[src/rtl/key_matrix_scan_pkg.sv]
// Shared constants, types and helpers for the 4x4 keypad scanner.
package key_matrix_scan_pkg;

    localparam int NUM_ROWS = 4;
    localparam int NUM_COLS = 4;
    localparam int NUM_KEYS = NUM_ROWS * NUM_COLS;

    // Key indices (row*4+col) of the keys wired as direction buttons.
    localparam int KEY_UP    = 1;
    localparam int KEY_LEFT  = 4;
    localparam int KEY_RIGHT = 6;
    localparam int KEY_DOWN  = 9;

    typedef logic [NUM_KEYS-1:0]         keyMap_t;
    typedef logic [$clog2(NUM_KEYS)-1:0] keyIndex_t;

    typedef enum logic {
        EV_IDLE,
        EV_PENDING
    } evState_t;

    // Descending scan so the lowest set index is the one left standing.
    function automatic keyIndex_t lowestSetIndex(input keyMap_t map);
        keyIndex_t idx;
        idx = '0;
        for (int i = NUM_KEYS - 1; i >= 0; i--) begin
            if (map[i]) begin
                idx = keyIndex_t'(i);
            end
        end
        return idx;
    endfunction

endpackage

[src/rtl/key_matrix_scan_if.sv]
// Press-event handshake between the keypad scanner and its consumer.
interface key_matrix_scan_if;
    import key_matrix_scan_pkg::*;

    keyIndex_t keyCode;
    logic      keyValid;
    logic      keyAck;
    logic      overrun;

    modport master (
        output keyCode,
        output keyValid,
        output overrun,
        input  keyAck
    );

    modport slave (
        input  keyCode,
        input  keyValid,
        input  overrun,
        output keyAck
    );

endinterface

[src/rtl/key_debounce.sv]
// Frame-level debouncer: a frame becomes the key state only after DEBOUNCE
// identical consecutive frames, and the newly pressed keys are reported then.
module key_debounce
    import key_matrix_scan_pkg::*;
#(
    parameter int DEBOUNCE = 4
) (
    input  logic    clk,
    input  logic    reset,
    input  keyMap_t frame,
    input  logic    frameDone,
    output keyMap_t keyState,
    output keyMap_t pressSet
);

    localparam int STABLE_W = $clog2(DEBOUNCE + 1);
    typedef logic [STABLE_W-1:0] stable_t;
    localparam stable_t STABLE_MAX = stable_t'(DEBOUNCE);

    keyMap_t prevFrame;
    stable_t stableCount;
    logic    loadEn;

    // A differing frame restarts the run at one, since it is itself the first sighting.
    always_ff @(posedge clk) begin
        if (reset) begin
            prevFrame   <= '0;
            stableCount <= '0;
        end else if (frameDone) begin
            if (frame == prevFrame) begin
                if (stableCount != STABLE_MAX) begin
                    stableCount <= stableCount + stable_t'(1);
                end
            end else begin
                prevFrame   <= frame;
                stableCount <= stable_t'(1);
            end
        end
    end

    assign loadEn   = (stableCount == STABLE_MAX) && (prevFrame != keyState);
    assign pressSet = loadEn ? (prevFrame & ~keyState) : '0;

    always_ff @(posedge clk) begin
        if (reset) begin
            keyState <= '0;
        end else if (loadEn) begin
            keyState <= prevFrame;
        end
    end

endmodule

[src/rtl/key_matrix_scan.sv]
// 4x4 keypad scanner: strobes rows, samples synchronized columns into frames,
// debounces them and raises one acknowledged press event at a time.
module key_matrix_scan
    import key_matrix_scan_pkg::*;
#(
    parameter int SCAN_DIV = 1024,
    parameter int DEBOUNCE = 4
) (
    input  logic                clk,
    input  logic                reset,
    output logic [NUM_ROWS-1:0] KEY_ROW,
    input  logic [NUM_COLS-1:0] KEY_COL,
    output keyMap_t             keyState,
    key_matrix_scan_if.master   keyEvent,
    output logic                btnUp,
    output logic                btnDown,
    output logic                btnLeft,
    output logic                btnRight
);

    localparam int DWELL_W = $clog2(SCAN_DIV);
    typedef logic [DWELL_W-1:0]          dwell_t;
    typedef logic [$clog2(NUM_ROWS)-1:0] row_t;
    localparam dwell_t DWELL_LAST = dwell_t'(SCAN_DIV - 1);
    localparam row_t   ROW_LAST   = row_t'(NUM_ROWS - 1);

    logic [NUM_COLS-1:0] colMeta;
    logic [NUM_COLS-1:0] colSync;
    row_t                row;
    dwell_t              dwell;
    logic                sampleNow;
    keyMap_t             frame;
    logic                frameDone;
    keyMap_t             pressSet;

    evState_t            evState;
    evState_t            evNext;
    logic                newEvent;
    logic                keyValidInt;
    logic                loadCode;
    logic                setOverrun;
    keyIndex_t           keyCodeReg;
    logic                overrunReg;

    // Idle level of the pulled-up columns, so reset does not look like a press.
    always_ff @(posedge clk) begin
        if (reset) begin
            colMeta <= '1;
            colSync <= '1;
        end else begin
            colMeta <= KEY_COL;
            colSync <= colMeta;
        end
    end

    assign sampleNow = (dwell == DWELL_LAST);

    always_ff @(posedge clk) begin
        if (reset) begin
            row   <= '0;
            dwell <= '0;
        end else if (sampleNow) begin
            dwell <= '0;
            row   <= (row == ROW_LAST) ? '0 : row + row_t'(1);
        end else begin
            dwell <= dwell + dwell_t'(1);
        end
    end

    always_comb begin
        KEY_ROW      = '1;
        KEY_ROW[row] = 1'b0;
    end

    // frameDone trails the last row's sample so the debouncer sees the whole frame.
    always_ff @(posedge clk) begin
        if (reset) begin
            frame     <= '0;
            frameDone <= 1'b0;
        end else begin
            frameDone <= sampleNow && (row == ROW_LAST);
            if (sampleNow) begin
                frame[row*NUM_COLS +: NUM_COLS] <= ~colSync;
            end
        end
    end

    key_debounce #(
        .DEBOUNCE (DEBOUNCE)
    ) debounceInst (
        .clk       (clk),
        .reset     (reset),
        .frame     (frame),
        .frameDone (frameDone),
        .keyState  (keyState),
        .pressSet  (pressSet)
    );

    assign newEvent = |pressSet;

    always_ff @(posedge clk) begin
        if (reset) begin
            evState <= EV_IDLE;
        end else begin
            evState <= evNext;
        end
    end

    always_comb begin
        evNext = evState;
        case (evState)
            EV_IDLE:    if (newEvent) evNext = EV_PENDING;
            EV_PENDING: if (!newEvent && keyEvent.keyAck) evNext = EV_IDLE;
            default:    evNext = EV_IDLE;
        endcase
    end

    // An acknowledge in the same cycle as a new press frees the slot for it.
    always_comb begin
        keyValidInt = (evState == EV_PENDING);
        loadCode    = newEvent && (!keyValidInt || keyEvent.keyAck);
        setOverrun  = newEvent && keyValidInt && !keyEvent.keyAck;
    end

    always_ff @(posedge clk) begin
        if (reset) begin
            keyCodeReg <= '0;
            overrunReg <= 1'b0;
        end else begin
            if (loadCode) begin
                keyCodeReg <= lowestSetIndex(pressSet);
            end
            if (setOverrun) begin
                overrunReg <= 1'b1;
            end
        end
    end

    assign keyEvent.keyCode  = keyCodeReg;
    assign keyEvent.keyValid = keyValidInt;
    assign keyEvent.overrun  = overrunReg;

    assign btnUp    = keyState[KEY_UP];
    assign btnDown  = keyState[KEY_DOWN];
    assign btnLeft  = keyState[KEY_LEFT];
    assign btnRight = keyState[KEY_RIGHT];

endmodule

[src/flat_wrapper.sv]
// flat-port wrapper written by rule: the top's interface ports become plain ports
module key_matrix_scan_flat import key_matrix_scan_pkg::*;
#(
    parameter int SCAN_DIV = 1024,
    parameter int DEBOUNCE = 4
)
  (clk, reset, KEY_ROW, KEY_COL, keyState, btnUp, btnDown, btnLeft, btnRight, keyEvent_keyCode, keyEvent_keyValid, keyEvent_overrun, keyEvent_keyAck);
  key_matrix_scan_if keyEvent_i ();
  input  logic clk;
  input  logic reset;
  output logic [NUM_ROWS-1:0] KEY_ROW;
  input  logic [NUM_COLS-1:0] KEY_COL;
  output keyMap_t keyState;
  output logic btnUp;
  output logic btnDown;
  output logic btnLeft;
  output logic btnRight;
  output wire logic [$bits(keyEvent_i.keyCode)-1:0] keyEvent_keyCode;
  output wire logic [$bits(keyEvent_i.keyValid)-1:0] keyEvent_keyValid;
  output wire logic [$bits(keyEvent_i.overrun)-1:0] keyEvent_overrun;
  input wire logic [$bits(keyEvent_i.keyAck)-1:0] keyEvent_keyAck;
  assign keyEvent_keyCode = keyEvent_i.keyCode;
  assign keyEvent_keyValid = keyEvent_i.keyValid;
  assign keyEvent_overrun = keyEvent_i.overrun;
  assign keyEvent_i.keyAck = keyEvent_keyAck;
  key_matrix_scan #(.SCAN_DIV(SCAN_DIV), .DEBOUNCE(DEBOUNCE)) u_core (.clk(clk), .reset(reset), .KEY_ROW(KEY_ROW), .KEY_COL(KEY_COL), .keyState(keyState), .keyEvent(keyEvent_i), .btnUp(btnUp), .btnDown(btnDown), .btnLeft(btnLeft), .btnRight(btnRight));
endmodule
[config.mk]
export PLATFORM = sky130hd
export DESIGN_NAME = key_matrix_scan_flat
export DESIGN_NICKNAME = d
export VERILOG_FILES = /design/src/rtl/key_matrix_scan_pkg.sv /design/src/rtl/key_matrix_scan_if.sv /design/src/rtl/key_debounce.sv /design/src/rtl/key_matrix_scan.sv /design/src/flat_wrapper.sv
export SDC_FILE = /design/constraint.sdc
export NUM_CORES = 1
export LEC_CHECK = 0
export ABC_AREA = 1
export BUFFER_PORTS_ARGS = -buffer_cell sky130_fd_sc_hd__buf_2
export CORE_MARGIN = 1.5
export CORE_UTILIZATION = 45
export DETAILED_ROUTE_END_ITERATION = 10
export GPL_TIMING_DRIVEN = 0
export PLACE_DENSITY = 0.74
export SLEW_MARGIN = 10
export SYNTH_ARGS = -nofsm -noshare
export SYNTH_HDL_FRONTEND = slang
export SYNTH_SLANG_ARGS = --single-unit
[constraint.sdc]
create_clock -name clk -period 2 [get_ports clk]
set_input_delay 0.6 -clock clk [delete_from_list [all_inputs] [get_ports clk]]
set_output_delay 0.6 -clock clk [all_outputs]
set_load 0.005 [all_outputs]
* Word level (Yosys, flattened, before mapping)
Index checks and enable logic that the tools add are counted.
** Cells by class
- $add $sub $neg :: 4
- Order comparisons :: 2
- Equal/unequal tests :: 7
- Shifts and indexed selects :: 2
- Mux-type cells :: 26
- Bitwise gates (word level) :: 6
- Reduce and logical (&&, ||, !) cells :: 15
** Operators by type and width (number)
- 2-to-1 mux 4 bit :: 16
- negation 4 -> 34 bit :: 1
- variable shift 4 x 34 -> 16 bit, first input constant :: 1
- indexed part select 4 x 34 -> 16 bit :: 1
- bitwise AND 16 bit :: 1
- bitwise mux 16 bit :: 1
- == test 16 bit :: 1
- 2-to-1 mux 16 bit :: 1
- != test 16 bit :: 1
- NOT 16 bit :: 1
- OR reduction 16 bit :: 1
- adder 10 x 1 -> 10 bit, second input constant :: 1
- == test 10 bit, second input constant :: 1
- NOT 4 bit :: 2
- logical AND 1 bit :: 7
- 2-to-1 mux 3 bit :: 2
- AND reduction 2 bit :: 2
- adder 3 x 1 -> 3 bit, second input constant :: 1
- == test 3 bit, second input constant :: 1
- logical NOT 1 bit :: 3
- < comparator 2 x 3 -> 1 bit, second input constant :: 1
- 2-to-1 mux 1 bit :: 3
- != test 3 bit, second input constant :: 1
- adder 2 x 1 -> 2 bit, second input constant :: 1
- 9 further kinds :: 10
** Word-level totals
- Flip-flop bits (word level) :: 78
- Word-level logic and storage cells :: 74

* Depth between registers and ports, before layout
- Word-level depth :: 19
- Depth in mapped cells :: 19
- Depth with buffers taken out :: 19

* Modules after synthesis
A second synthesis with hierarchy kept.
** Unflattened totals
- Cells, all modules :: 567
- Area total of the unflattened synthesis :: 3968.8 um2
** By module, submodules not included
- key_debounce :: times used 1, cells an instance 316, area each 2047.0 um2
- key_matrix_scan :: times used 1, cells an instance 251, area each 1921.8 um2

* Least setup slack after synthesis
Ideal clock, no wire load.
- Path kind :: register to register
- From :: register u_core.debounceInst.keyState[1]
- To :: register u_core.keyCodeReg[1] (netlist: u_core.keyEvent.keyCode[1])
- Data arrival time :: 1696 ps
- Required time :: 1882 ps
- Path slack :: 186 ps
- Stages on the path, launching flop included :: 15
- Buffers on the path :: 1
- Cells stage by stage :: dfxtp_1 > inv_1 > ha_1 > nand2_1 > nor2_1 > nand2_1 > nor2_1 > nor2_2 > buf_6 > o31ai_1 > nand2_1 > nor2_1 > nor2_2 > o21ai_1 > a21oi_1
** On the way
- Cells in the longest elaborated chain, start to end :: 19
** RTL lines
- start: declaration :: RTL line key_debounce.sv:12 : output keyMap_t keyState,
- start signal: assignment :: RTL line key_debounce.sv:48 : keyState <= prevFrame;
- != test 16 bit :: RTL line key_debounce.sv:41 : assign loadEn = (stableCount == STABLE_MAX) && (prevFrame != keyState);
- logical AND 1 bit :: RTL line key_debounce.sv:41
- 2-to-1 mux 16 bit (*) :: RTL line key_debounce.sv:42 : assign pressSet = loadEn ? (prevFrame & ~keyState) : '0;
- 2-to-1 mux 4 bit (16 in series) :: RTL line key_matrix_scan_pkg.sv:27 : if (map[i]) begin
- end signal: assignment :: RTL line key_matrix_scan.sv:131 : keyCodeReg <= lowestSetIndex(pressSet);
- end: declaration :: RTL line key_matrix_scan.sv:42 : keyIndex_t keyCodeReg;
Mark *: on every way between the ends. The rest lies on a longest branch, timed or not.
A chain may end at the register's enable or synchronous reset.

* Worst setup path after layout
- From :: register u_core.debounceInst.prevFrame[2]
- To :: register u_core.keyCodeReg[0] (netlist: u_core.keyEvent.keyCode[0])
** On the way
- Cells in the longest elaborated chain, start to end :: 19
** RTL lines
- start: declaration :: RTL line key_debounce.sv:20 : keyMap_t prevFrame;
- start signal: assignment :: RTL line key_debounce.sv:35 : prevFrame <= frame;
- != test 16 bit :: RTL line key_debounce.sv:41
- logical AND 1 bit :: RTL line key_debounce.sv:41
- 2-to-1 mux 16 bit (*) :: RTL line key_debounce.sv:42
- 2-to-1 mux 4 bit (16 in series) :: RTL line key_matrix_scan_pkg.sv:27
Marks and branches as above.

==> results.cfg <==
[power]
swShare_pct = 21.43
pwr_density_cell_nw_per_um2 = 564.7
seq_power_share_pct = 57.2
clkPwrFrac_pct = 40.3
power_frac_comb_pct = 2.5
intPower_mw = 2.135
ir_drop_mv = 0.5138
finalPower_mw = 2.717
power_switching_uw = 582.1
power_leakage_nw = 1.934

[cts]
cts_max_path_buffers = 2
cts_tree = done
cts_buffers = 9
h-tree-depth = 3
path_clk_slew_ns = 0.08
cts.sinks = 78
cts-root-buf = clkbuf_8
clk_latency_ns = 0.35

[min_path]
hp-class = reg -> reg

[synth]
yosysTopAreaCell = dfxtp_1
synth_edf_count = 0
synthDistinctLibCells = 37
synth_top_cell_area_share_pct = 41.56
syn-num-nets = 517
yosysSeqAreaShare_pct = 41.56
synth_ff_type = dfxtp_1
avgSynthCellArea_um2 = 7.747
async_flop_share_pct = 0
ys_seq_elements = 78
synth_commonest_cells = dfxtp_1, nand2_1, inv_1
synth.area.top_cells = dfxtp_1, ha_1, nand2_1, inv_1, a21oi_1
syn_area_um2 = 3757
syn_inst = 485
yosys_warnings = 0

[place]
gp_congestion = 0.9328
portBuffers = 36
placed_cells = 626
dp_hpwl_um = 6102

[timing]
finalHoldViolCount = 0
max_freq_ghz = 0.4889
tightest_slew_ns = 0.5782
finalClockSkew_ns = 0.01296
drv_slew = 0
relSlewSlack_pct = 61.45
setup_slack_ns = -0.04544
tns_ns = -0.08368
min_period_ns = 2.045
setup_viol = 3
grt_setup_unrepaired = yes
finalCritPeriodShare_pct = 102.3
whs_ns = 0.4102

[setup_path]
crit_top_cell = nand2_1
path_class = reg -> reg
cp_data_arrival_time_ns = 2.33
crit_family = simple AND/OR/NAND/NOR gates
required_ns = 2.29
critPathMaxStageDelay_ns = 0.37
r2r_slack_ns = -0.05
crit_chain = ha_4 > nand2_2 > nor2_2 > nand2_2 > nor2_4 > nor2_4 > buf_6 > nand3_2 > nand2_1 > nand2_1 > nand2_1 > nand2_1 > nand2_1 > nand2_1 > nand2_1 > nand2_1 > a21oi_2
startpoint_type = flip-flop
cp_max_fo = 8
cp_num_buf_inv = 1
cp_slowest_cell = dfxtp_4
end_kind = flip-flop

[final_layout]
antennaDiodeCount = 0
drive_gt1_share_pct = 37.97
layoutNonFillerInstCount = 658
nNetsFinal = 582
area_growth_syn_to_layout_pct = 28.04

[floorplan]
dieArea_um2 = 8907
fp-row-count = 33
start_util_pct = 46.19
core_area_um2 = 8134
die_h_um = 94.38
top_level_ports = 37
dieWidth_um = 94.38

[drt]
num_vias = 3369
drtIter0Drc = 161
drcViolationCount = 0
avgRoutedWirePerCell_um = 13.80
viasPerCell = 5.120
dr.pass1.iters = 4
drtAntennaViolNets = 0
drt-total-wl_um = 9079

[global_routing]
grt_usage_pct = 19.43
grt_pass1_wl_um = 13430
grt_max_degree = 12
overflow = 0
antenna_found_initial = 0
grt_pass1_vias = 3008

[flow_run]
maxCapViolations = 0

[run_status]
violations = negative setup slack
status = finished, violations left
==> registers in the layout (all words and copies together), names as in the netlist <==
name,cells
u_core.debounceInst.keyState,16
u_core.debounceInst.prevFrame,16
u_core.frame,16
u_core.dwell,10
u_core.colMeta,4
u_core.colSync,4
u_core.keyEvent.keyCode,4
u_core.debounceInst.stableCount,3
u_core.row,2
u_core.frameDone,1
u_core.keyEvent.keyValid,1
u_core.keyEvent.overrun,1
==> per-stage QoR <==
| step | setup slack, ns | area [um2] | utilization [%] |
|---|---|---|---|
| 2_1_floorplan | 0.1860 | 3757 | - |
| 3_3_place_gp | -0.1229 | 4069 | 50.02 |
| 3_5_place_dp | -0.1568 | 4069 | 50.02 |
| 4_1_cts | 0.003538 | 4372 | 53.75 |
| 5_1_grt | -0.2407 | 4811 | 59.14 |
| 6_report | -0.04544 | 4811 | 59.14 |
==> path summary, 6_finish.rpt <==
check | to | startpoint | depth (start not counted)
max | u_core.keyEvent.keyCode[0] | u_core.debounceInst.prevFrame[2] | 17
min | u_core.colSync[3] | u_core.colMeta[3] | 1
max reg2reg | u_core.keyEvent.keyCode[0] | u_core.debounceInst.prevFrame[2] | 17
min reg2reg | u_core.colSync[3] | u_core.colMeta[3] | 1
==> what timing repair did <==
action | CTS | global route
cloned | 1 | 0
hold buffers | 0 | 0
endpoints found under the setup margin | 17 | 23
setup buffers | 3 | 14
gates resized for setup | 50 | 83
pin swaps | 12 | 46
==> cell usage in the layout (no fill, tap or decap), drive strengths merged, types with 6 or more instances in the layout <==
master  count
nand3      14
or2        11
inv        63
clkbuf     18
xnor2      13
buf        65
nor3        8
nand4      11
a211oi      6
ha         25
nor2       60
o21ai      44
a21oi      42
dfxtp      78
nand2      79
==> layout make-up <==
class	count	area, um2
fill	686	3323
multi-input combinational	325	2205
sequential	78	1632
timing repair buffer	54	320.3
inverter	64	244.0
clock buffer	12	135.1
tap	105	131.4
buffer	18	108.9
clock inverter	2	35.03
==> worst register-to-register path, stage by stage, from the launching register on <==
cell	delay [ns]
dfxtp_4	0.37
ha_4	0.24
nand2_2	0.07
nor2_2	0.05
nand2_2	0.09
nor2_4	0.04
nor2_4	0.24
buf_6	0.18
nand3_2	0.09
nand2_1	0.10
nand2_1	0.06
nand2_1	0.06
nand2_1	0.05
nand2_1	0.06
nand2_1	0.04
nand2_1	0.07
nand2_1	0.06
a21oi_2	0.12
==> power by group through the flow <==
stage,Combinational [mW],Sequential [mW],Clock (mW)
detailed placement,0.0680,1.61,0
global route,0.0783,1.55,1.18
finish,0.0686,1.55,1.09
floorplan,0.0456,1.60,0
global placement,0.0662,1.61,0
CTS,0.0681,1.57,1.12
==> cell families after synthesis <==
family          share of synthesized area (%)
compound gates                          13.92
simple gates                            23.28
buf+inv                                 9.191
flops                                   41.56
xor+xnor                                3.730
fa+ha+maj                               8.325
==> metal layers <==
metal | routed length, um | track usage (%)
met2 | 4665 | 34.59
met5 | 0 | 0
met3 | 486 | 4.750
met4 | 165 | 6.965
met1 | 3762 | 22.52
(Power assumes the default switching activity.)
